## src/rtl/execute_unit_if.sv

```systemverilog
`default_nettype none
// ============================================================================
// Module      : execute_unit_if
// Description : Decoder-to-execute-unit bundle: operation controls in,
//               accumulator / register / status results out.
// Revision    : 1.0 - initial release
// ============================================================================
interface execute_unit_if #(
    parameter int DATA_W  = 8,
    parameter int REG_NUM = 8
);
    localparam int c_ADDR_W = (REG_NUM > 1) ? $clog2(REG_NUM) : 1;

    logic [3:0]          alu_instruction_code;
    logic                acumulator_ce;
    logic                reg_file_ce;
    logic [c_ADDR_W-1:0] reg_addr;
    logic [DATA_W-1:0]   imm_data;
    logic [DATA_W-1:0]   acu_data;
    logic [DATA_W-1:0]   reg_data;
    logic                zero_flag;
    logic                carry_flag;
    logic                busy;

    modport master (
        output alu_instruction_code, acumulator_ce, reg_file_ce, reg_addr, imm_data,
        input  acu_data, reg_data, zero_flag, carry_flag, busy
    );

    modport slave (
        input  alu_instruction_code, acumulator_ce, reg_file_ce, reg_addr, imm_data,
        output acu_data, reg_data, zero_flag, carry_flag, busy
    );
endinterface
`default_nettype wire

```

## src/rtl/execute_unit.sv

```systemverilog
`default_nettype none
// ============================================================================
// Module      : execute_unit
// Description : Accumulator ALU with register file and sequential shift-add
//               multiplier.
// Revision    : 1.0 - initial release
// ============================================================================
module execute_unit #(
    parameter int DATA_W  = 8,
    parameter int REG_NUM = 8
) (
    input  wire logic        clk,
    input  wire logic        rst,
    execute_unit_if.slave    bus
);
    localparam int c_CNT_W = (DATA_W > 1) ? $clog2(DATA_W) : 1;
    localparam logic [c_CNT_W-1:0] c_CNT_LAST = c_CNT_W'(DATA_W - 1);

    localparam logic [3:0] c_OP_LDI = 4'h1;
    localparam logic [3:0] c_OP_ADD = 4'h2;
    localparam logic [3:0] c_OP_SUB = 4'h3;
    localparam logic [3:0] c_OP_AND = 4'h4;
    localparam logic [3:0] c_OP_OR  = 4'h5;
    localparam logic [3:0] c_OP_XOR = 4'h6;
    localparam logic [3:0] c_OP_NOT = 4'h7;
    localparam logic [3:0] c_OP_SHL = 4'h8;
    localparam logic [3:0] c_OP_SHR = 4'h9;
    localparam logic [3:0] c_OP_LDR = 4'hA;
    localparam logic [3:0] c_OP_MUL = 4'hB;

    localparam logic [0:0] c_ST_IDLE = 1'b0;
    localparam logic [0:0] c_ST_MUL  = 1'b1;

    logic [0:0]          r_state;
    logic [0:0]          w_state_next;

    logic [DATA_W-1:0]   r_acc;
    logic                r_zero;
    logic                r_carry;
    logic [DATA_W-1:0]   r_regs [REG_NUM];

    logic [2*DATA_W-1:0] r_mcand;
    logic [2*DATA_W-1:0] r_prod;
    logic [DATA_W-1:0]   r_mplier;
    logic [c_CNT_W-1:0]  r_cnt;

    logic [DATA_W-1:0]   w_reg_rd;
    logic [DATA_W:0]     w_sum;
    logic [DATA_W:0]     w_diff;
    logic [2*DATA_W-1:0] w_prod_next;

    logic                w_acc_we;
    logic [DATA_W-1:0]   w_acc_next;
    logic                w_carry_next;
    logic                w_zero_next;
    logic                w_reg_we;
    logic                w_mul_start;
    logic                w_mul_step;

    assign w_reg_rd    = r_regs[bus.reg_addr];
    assign w_sum       = {1'b0, r_acc} + {1'b0, w_reg_rd};
    // The extra MSB of the difference is the borrow for unsigned acc < reg.
    assign w_diff      = {1'b0, r_acc} - {1'b0, w_reg_rd};
    assign w_prod_next = r_prod + (r_mplier[0] ? r_mcand : '0);

    always_ff @(posedge clk) begin
        if (rst) begin
            r_state <= c_ST_IDLE;
        end else begin
            r_state <= w_state_next;
        end
    end

    always_comb begin
        w_state_next = r_state;
        w_acc_we     = 1'b0;
        w_acc_next   = r_acc;
        w_carry_next = r_carry;
        w_reg_we     = 1'b0;
        w_mul_start  = 1'b0;
        w_mul_step   = 1'b0;

        case (r_state)
            c_ST_IDLE: begin
                w_reg_we = bus.reg_file_ce;
                if (bus.acumulator_ce) begin
                    case (bus.alu_instruction_code)
                        c_OP_LDI: begin
                            w_acc_we     = 1'b1;
                            w_acc_next   = bus.imm_data;
                            w_carry_next = 1'b0;
                        end
                        c_OP_ADD: begin
                            w_acc_we     = 1'b1;
                            w_acc_next   = w_sum[DATA_W-1:0];
                            w_carry_next = w_sum[DATA_W];
                        end
                        c_OP_SUB: begin
                            w_acc_we     = 1'b1;
                            w_acc_next   = w_diff[DATA_W-1:0];
                            w_carry_next = w_diff[DATA_W];
                        end
                        c_OP_AND: begin
                            w_acc_we     = 1'b1;
                            w_acc_next   = r_acc & w_reg_rd;
                            w_carry_next = 1'b0;
                        end
                        c_OP_OR: begin
                            w_acc_we     = 1'b1;
                            w_acc_next   = r_acc | w_reg_rd;
                            w_carry_next = 1'b0;
                        end
                        c_OP_XOR: begin
                            w_acc_we     = 1'b1;
                            w_acc_next   = r_acc ^ w_reg_rd;
                            w_carry_next = 1'b0;
                        end
                        c_OP_NOT: begin
                            w_acc_we     = 1'b1;
                            w_acc_next   = ~r_acc;
                            w_carry_next = 1'b0;
                        end
                        c_OP_SHL: begin
                            w_acc_we     = 1'b1;
                            w_acc_next   = r_acc << 1;
                            w_carry_next = r_acc[DATA_W-1];
                        end
                        c_OP_SHR: begin
                            w_acc_we     = 1'b1;
                            w_acc_next   = r_acc >> 1;
                            w_carry_next = r_acc[0];
                        end
                        c_OP_LDR: begin
                            w_acc_we     = 1'b1;
                            w_acc_next   = w_reg_rd;
                            w_carry_next = 1'b0;
                        end
                        c_OP_MUL: begin
                            w_mul_start  = 1'b1;
                            w_state_next = c_ST_MUL;
                        end
                        default: begin
                        end
                    endcase
                end
            end
            c_ST_MUL: begin
                // One multiplier bit per cycle; the last step commits the product.
                w_mul_step = 1'b1;
                if (r_cnt == c_CNT_LAST) begin
                    w_acc_we     = 1'b1;
                    w_acc_next   = w_prod_next[DATA_W-1:0];
                    w_carry_next = |w_prod_next[2*DATA_W-1:DATA_W];
                    w_state_next = c_ST_IDLE;
                end
            end
            default: begin
                w_state_next = c_ST_IDLE;
            end
        endcase

        w_zero_next = (w_acc_next == '0);
    end

    always_ff @(posedge clk) begin
        if (rst) begin
            r_acc    <= '0;
            r_zero   <= 1'b0;
            r_carry  <= 1'b0;
            r_mcand  <= '0;
            r_prod   <= '0;
            r_mplier <= '0;
            r_cnt    <= '0;
            for (int i = 0; i < REG_NUM; i++) begin
                r_regs[i] <= '0;
            end
        end else begin
            if (w_reg_we) begin
                r_regs[bus.reg_addr] <= r_acc;
            end
            if (w_acc_we) begin
                r_acc   <= w_acc_next;
                r_zero  <= w_zero_next;
                r_carry <= w_carry_next;
            end
            if (w_mul_start) begin
                r_mcand  <= {{DATA_W{1'b0}}, r_acc};
                r_mplier <= w_reg_rd;
                r_prod   <= '0;
                r_cnt    <= '0;
            end else if (w_mul_step) begin
                r_prod   <= w_prod_next;
                r_mcand  <= r_mcand << 1;
                r_mplier <= r_mplier >> 1;
                r_cnt    <= r_cnt + c_CNT_W'(1);
            end
        end
    end

    assign bus.acu_data   = r_acc;
    assign bus.reg_data   = w_reg_rd;
    assign bus.zero_flag  = r_zero;
    assign bus.carry_flag = r_carry;
    assign bus.busy       = (r_state == c_ST_MUL);
endmodule
`default_nettype wire
```

## src/flat_wrapper.sv

```systemverilog
// flat-port wrapper written by rule: the top's interface ports become plain ports
module execute_unit_flat 
#(
    parameter int DATA_W  = 8,
    parameter int REG_NUM = 8
)
  (clk, rst, bus_alu_instruction_code, bus_acumulator_ce, bus_reg_file_ce, bus_reg_addr, bus_imm_data, bus_acu_data, bus_reg_data, bus_zero_flag, bus_carry_flag, bus_busy);
  execute_unit_if #(.DATA_W(DATA_W), .REG_NUM(REG_NUM)) bus_i ();
  input  wire logic clk;
  input  wire logic rst;
  input wire logic [$bits(bus_i.alu_instruction_code)-1:0] bus_alu_instruction_code;
  input wire logic [$bits(bus_i.acumulator_ce)-1:0] bus_acumulator_ce;
  input wire logic [$bits(bus_i.reg_file_ce)-1:0] bus_reg_file_ce;
  input wire logic [$bits(bus_i.reg_addr)-1:0] bus_reg_addr;
  input wire logic [$bits(bus_i.imm_data)-1:0] bus_imm_data;
  output wire logic [$bits(bus_i.acu_data)-1:0] bus_acu_data;
  output wire logic [$bits(bus_i.reg_data)-1:0] bus_reg_data;
  output wire logic [$bits(bus_i.zero_flag)-1:0] bus_zero_flag;
  output wire logic [$bits(bus_i.carry_flag)-1:0] bus_carry_flag;
  output wire logic [$bits(bus_i.busy)-1:0] bus_busy;
  assign bus_i.alu_instruction_code = bus_alu_instruction_code;
  assign bus_i.acumulator_ce = bus_acumulator_ce;
  assign bus_i.reg_file_ce = bus_reg_file_ce;
  assign bus_i.reg_addr = bus_reg_addr;
  assign bus_i.imm_data = bus_imm_data;
  assign bus_acu_data = bus_i.acu_data;
  assign bus_reg_data = bus_i.reg_data;
  assign bus_zero_flag = bus_i.zero_flag;
  assign bus_carry_flag = bus_i.carry_flag;
  assign bus_busy = bus_i.busy;
  execute_unit #(.DATA_W(DATA_W), .REG_NUM(REG_NUM)) u_core (.clk(clk), .rst(rst), .bus(bus_i));
endmodule
```

## config.mk

```make
export PLATFORM = sky130hd
export DESIGN_NAME = execute_unit_flat
export DESIGN_NICKNAME = d
export VERILOG_FILES = /design/src/rtl/execute_unit_if.sv /design/src/rtl/execute_unit.sv /design/src/flat_wrapper.sv
export SDC_FILE = /design/constraint.sdc
export NUM_CORES = 1
export LEC_CHECK = 0
export CAP_MARGIN = 30
export CORE_MARGIN = 5
export CORE_UTILIZATION = 45
export DETAILED_ROUTE_END_ITERATION = 10
export PLACE_DENSITY = 0.7
export SLEW_MARGIN = 40
export SYNTH_ARGS = -nofsm -noshare
export SYNTH_HDL_FRONTEND = slang
export SYNTH_SLANG_ARGS = --single-unit
```

## constraint.sdc

```tcl
create_clock -name clk -period 5.45 [get_ports clk]
set_clock_uncertainty 0.1 [all_clocks]
set_input_delay 1.09 -clock clk [delete_from_list [all_inputs] [get_ports clk]]
set_output_delay 1.09 -clock clk [all_outputs]
set_load 0.02 [all_outputs]
```

==> qor.yml <==
outcome:
  status: "complete, no violations"
sta:
  fin_crit_ns: 4.733
  setup_ws_ns: 0.7170
  hold_viol: 0
  fin_tns_setup_ns: 0
  slew-limit-headroom: 0.4500
  fin_crit_sh: 0.8684
  holdWs_ns: 0.3773
  fmax_mhz: 211.3
  tightest_slew_ns: 0.8250
  rsz0062_at_grt: "no"
  setup_violations: 0
  maxSlewViolCount: 0
synthesis:
  syn_area_sq_um: 7766
  synthDistinctLibCells: 78
  syn_area_per_cell_sq_um: 9.256
  seq_area_frac_synth: 0.3867
  synthArstFlopShare: 0
  yosysWarnings: 0
  postSynthCellCount: 839
  syn-num-nets: 902
  synth_edf_count: 64
  synth_ff_type: "edfxtp_1"
  ys_ff_latch: 118
drt:
  vias_per_cell: 6.062
  drc: 0
  ant_nets: 0
  drt_first_pass_iters: 5
  vias: 6650
  drt_iter0_drc: 535
  wl_per_cell_microns: 19.23
  wl_microns: 21100
setup_path:
  r2r_end: "u_core.bus.zero_flag$_SDFFE_PP0P_"
  start_kind: "input port"
  cp.required_ns: 4.26
  cp_data_arrival_time_ns: 3.54
  reg2reg_from: "u_core.r_regs[2][0]$_SDFFCE_PN0P_"
  r2r.worst_path.cells: 13
  endpoint_kind: "output pin"
  worstSetupPathType: "in2out"
  r2r_slack_ns: 1.84
  crit_path_max_fanout: 11
floorplanning:
  die_area_sq_um: 19990
  rows: 48
  core_sq_um: 17120
  io_pins: 38
  die_w_microns: 141.4
  initial_core_util: 0.4537
  die_h_microns: 141.4
grt:
  grt.overflow.total: 0
  grt_pass1_vias: 6323
  grt_start_max_net_pins: 72
  grt_usage: 0.2130
  grt_pass1_wl_microns: 34060
  antenna_found_initial: 0
clocking:
  cts_buffer_depth: 2
  clock_latency_ns: 0.42
  cts_sinks: 118
  cts_tree: "yes"
  clockRootBuffer: "clkbuf_16"
  ctsResizeCount: 0
  cts.htree.levels: 4
  clkTransAtPathRegs_ns: 0.06
  cts_buffers: 17
  post-cts-setup-buffers: 0
  cts_hold_buf: 0
min_path:
  whs_endpoint: "u_core.r_prod[4]$_SDFFE_PP0P_"
  holdPathStages: 2
  min-delay-start: "u_core.r_prod[4]$_SDFFE_PP0P_"
  hp-class: "reg2reg"
placed_design:
  post-dp-hpwl_microns: 14880
  io_buffer_count: 37
  dp_cells: 1065
  dp_slack_ns: 0.4316
  globalplace.congestion: 0.9631
power_and_ir_drop:
  sw_frac_of_total: 0.3039
  p_comb_frac: 0.174
  switchingPower_uw: 763.0
  peakVddDrop_mv: 0.2203
  p_leak_uw: 0.003257
  p_int_uw: 1748
  p_clk_frac: 0.431
  p_seq_frac: 0.395
  power.density_nw_per_um2: 280.7
layout:
  n_antenna_cell: 0
  fill_cells: 1584
  fin_cells: 1097
  fin_nets: 922
  areaGrowthSynthToFinish_pct: 15.16
  layout-drive-gt1-share: 0.1101
flow_run:
  cap_violations: 0
synthesized netlist by cell type (7+ instances only):
library cell / number / area share
mux4_2: 12 / 0.035
o21bai_1: 9 / 0.0087
nand2b_1: 9 / 0.0072
a21oi_1: 52 / 0.034
nor3_1: 60 / 0.039
nor2b_1: 21 / 0.017
o21ai_0: 31 / 0.020
o211ai_1: 7 / 0.0068
a211oi_1: 16 / 0.015
dfxtp_1: 54 / 0.14
a31oi_1: 9 / 0.0072
clkinv_1: 8 / 0.0039
edfxtp_1: 64 / 0.25
clkbuf_1: 39 / 0.019
nand3_1: 11 / 0.0071
o22ai_1: 7 / 0.0056
nor4_1: 19 / 0.015
buf_2: 17 / 0.011
a22oi_1: 7 / 0.0068
mux2i_1: 33 / 0.043
inv_1: 27 / 0.013
xnor2_1: 7 / 0.0079
nand2_1: 60 / 0.029
ha_1: 41 / 0.066
and2_1: 15 / 0.012
nor2_1: 79 / 0.038
worst max-delay path by stage:
stage                               start                                end
after floorplan           bus_reg_addr[1]  u_core.bus.zero_flag$_SDFFE_PP0P_
after global placement    bus_reg_addr[1]  u_core.bus.zero_flag$_SDFFE_PP0P_
after detailed placement  bus_reg_addr[1]  u_core.bus.zero_flag$_SDFFE_PP0P_
after CTS                 bus_reg_addr[1]                    bus_reg_data[4]
after global routing      bus_reg_addr[1]  u_core.bus.zero_flag$_SDFFE_PP0P_
final                     bus_reg_addr[1]                    bus_reg_data[4]
stage by stage:
stage / power, uW / utilization / area (sq um)
detailed placement: 1441 / 0.4890 / 8369
CTS: 2522 / 0.5228 / 8949
global route: 2612 / 0.5225 / 8944
finish: 2511 / 0.5225 / 8944
floorplan: 1291 / - / 7766
global placement: 1440 / 0.4881 / 8354
cells in the final DEF, fill, tap and decap left out, types with 5 or more instances in the layout:
cell type         n
nor2_1           79
edfxtp_1         64
nand2_1          60
nor3_1           60
dfxtp_1          53
a21oi_1          52
ha_1             41
clkdlybuf4s50_1  36
mux2i_1          33
o21ai_0          31
inv_1            27
buf_4            23
nor2b_1          21
nor4_1           19
clkbuf_16        17
a211oi_1         16
and2_1           15
mux4_2           12
nand3_1          11
nand2b_1          9
a31oi_1           9
clkinv_1          8
xnor2_1           7
o22ai_1           7
a22oi_1           7
o211ai_1          7
inv_8             7
nor3b_1           6
a21o_1            6
or3_1             6
a2111oi_0         5
a211o_1           5
and3_1            5
o21bai_1          5
or2_2             5
flip-flops by register name, summed over array words and instances (netlist names):
name	cells
u_core.r_regs	64
u_core.r_mcand	16
u_core.r_prod	16
u_core.bus.acu_data	8
u_core.r_mplier	8
u_core.r_cnt	3
u_core.bus.busy	1
u_core.bus.carry_flag	1
u_core.bus.zero_flag	1
cell type report:
class,count,area (sq um),area share
well taps,225,281.5,0.03148
clock buffers,17,425.4,0.04757
multi-input cells,626,4389,0.4908
inverters,35,131.4,0.01469
repair buffers,61,558.0,0.06240
flip-flops and latches,118,3004,0.3359
clock inverters,15,153.9,0.01721
cells by family after synthesis:
| kind of cell | synth area share |
|---|---|
| adder cells (fa/ha/maj) | 0.07379 |
| flip-flops | 0.3867 |
| buffers and inverters | 0.05011 |
| multiplexers | 0.09634 |
| AO/OA/AOI/OAI | 0.1745 |
| AND/OR/NAND/NOR | 0.2062 |
| XOR/XNOR | 0.01241 |
power groups by stage:
stage          registers (uW)  logic, uW  clock network, uW
2_1_floorplan            1010        285                  0
3_3_place_gp             1010        430                  0
3_5_place_dp             1010        431                  0
4_1_cts                   991        433               1100
5_1_grt                   994        473               1140
6_report                  991        437               1080
critical path: stages:
cell             delay [ns]
clkdlybuf4s50_1        0.59
buf_4                  0.25
mux4_1                 0.63
mux2i_4                0.28
inv_1                  0.13
clkdlybuf4s50_1        0.56
routing by layer:
layer | vias to the layer above | track usage | share of wire
li1 | 3184 | - | -
met1 | 3161 | 0.2950 | 0.43
met2 | 276 | 0.3471 | 0.48
met3 | 29 | 0.03337 | 0.069
met4 | 0 | 0.06212 | 0.019
met5 | - | 0 | 0
Power figures use the tool's default switching activity.
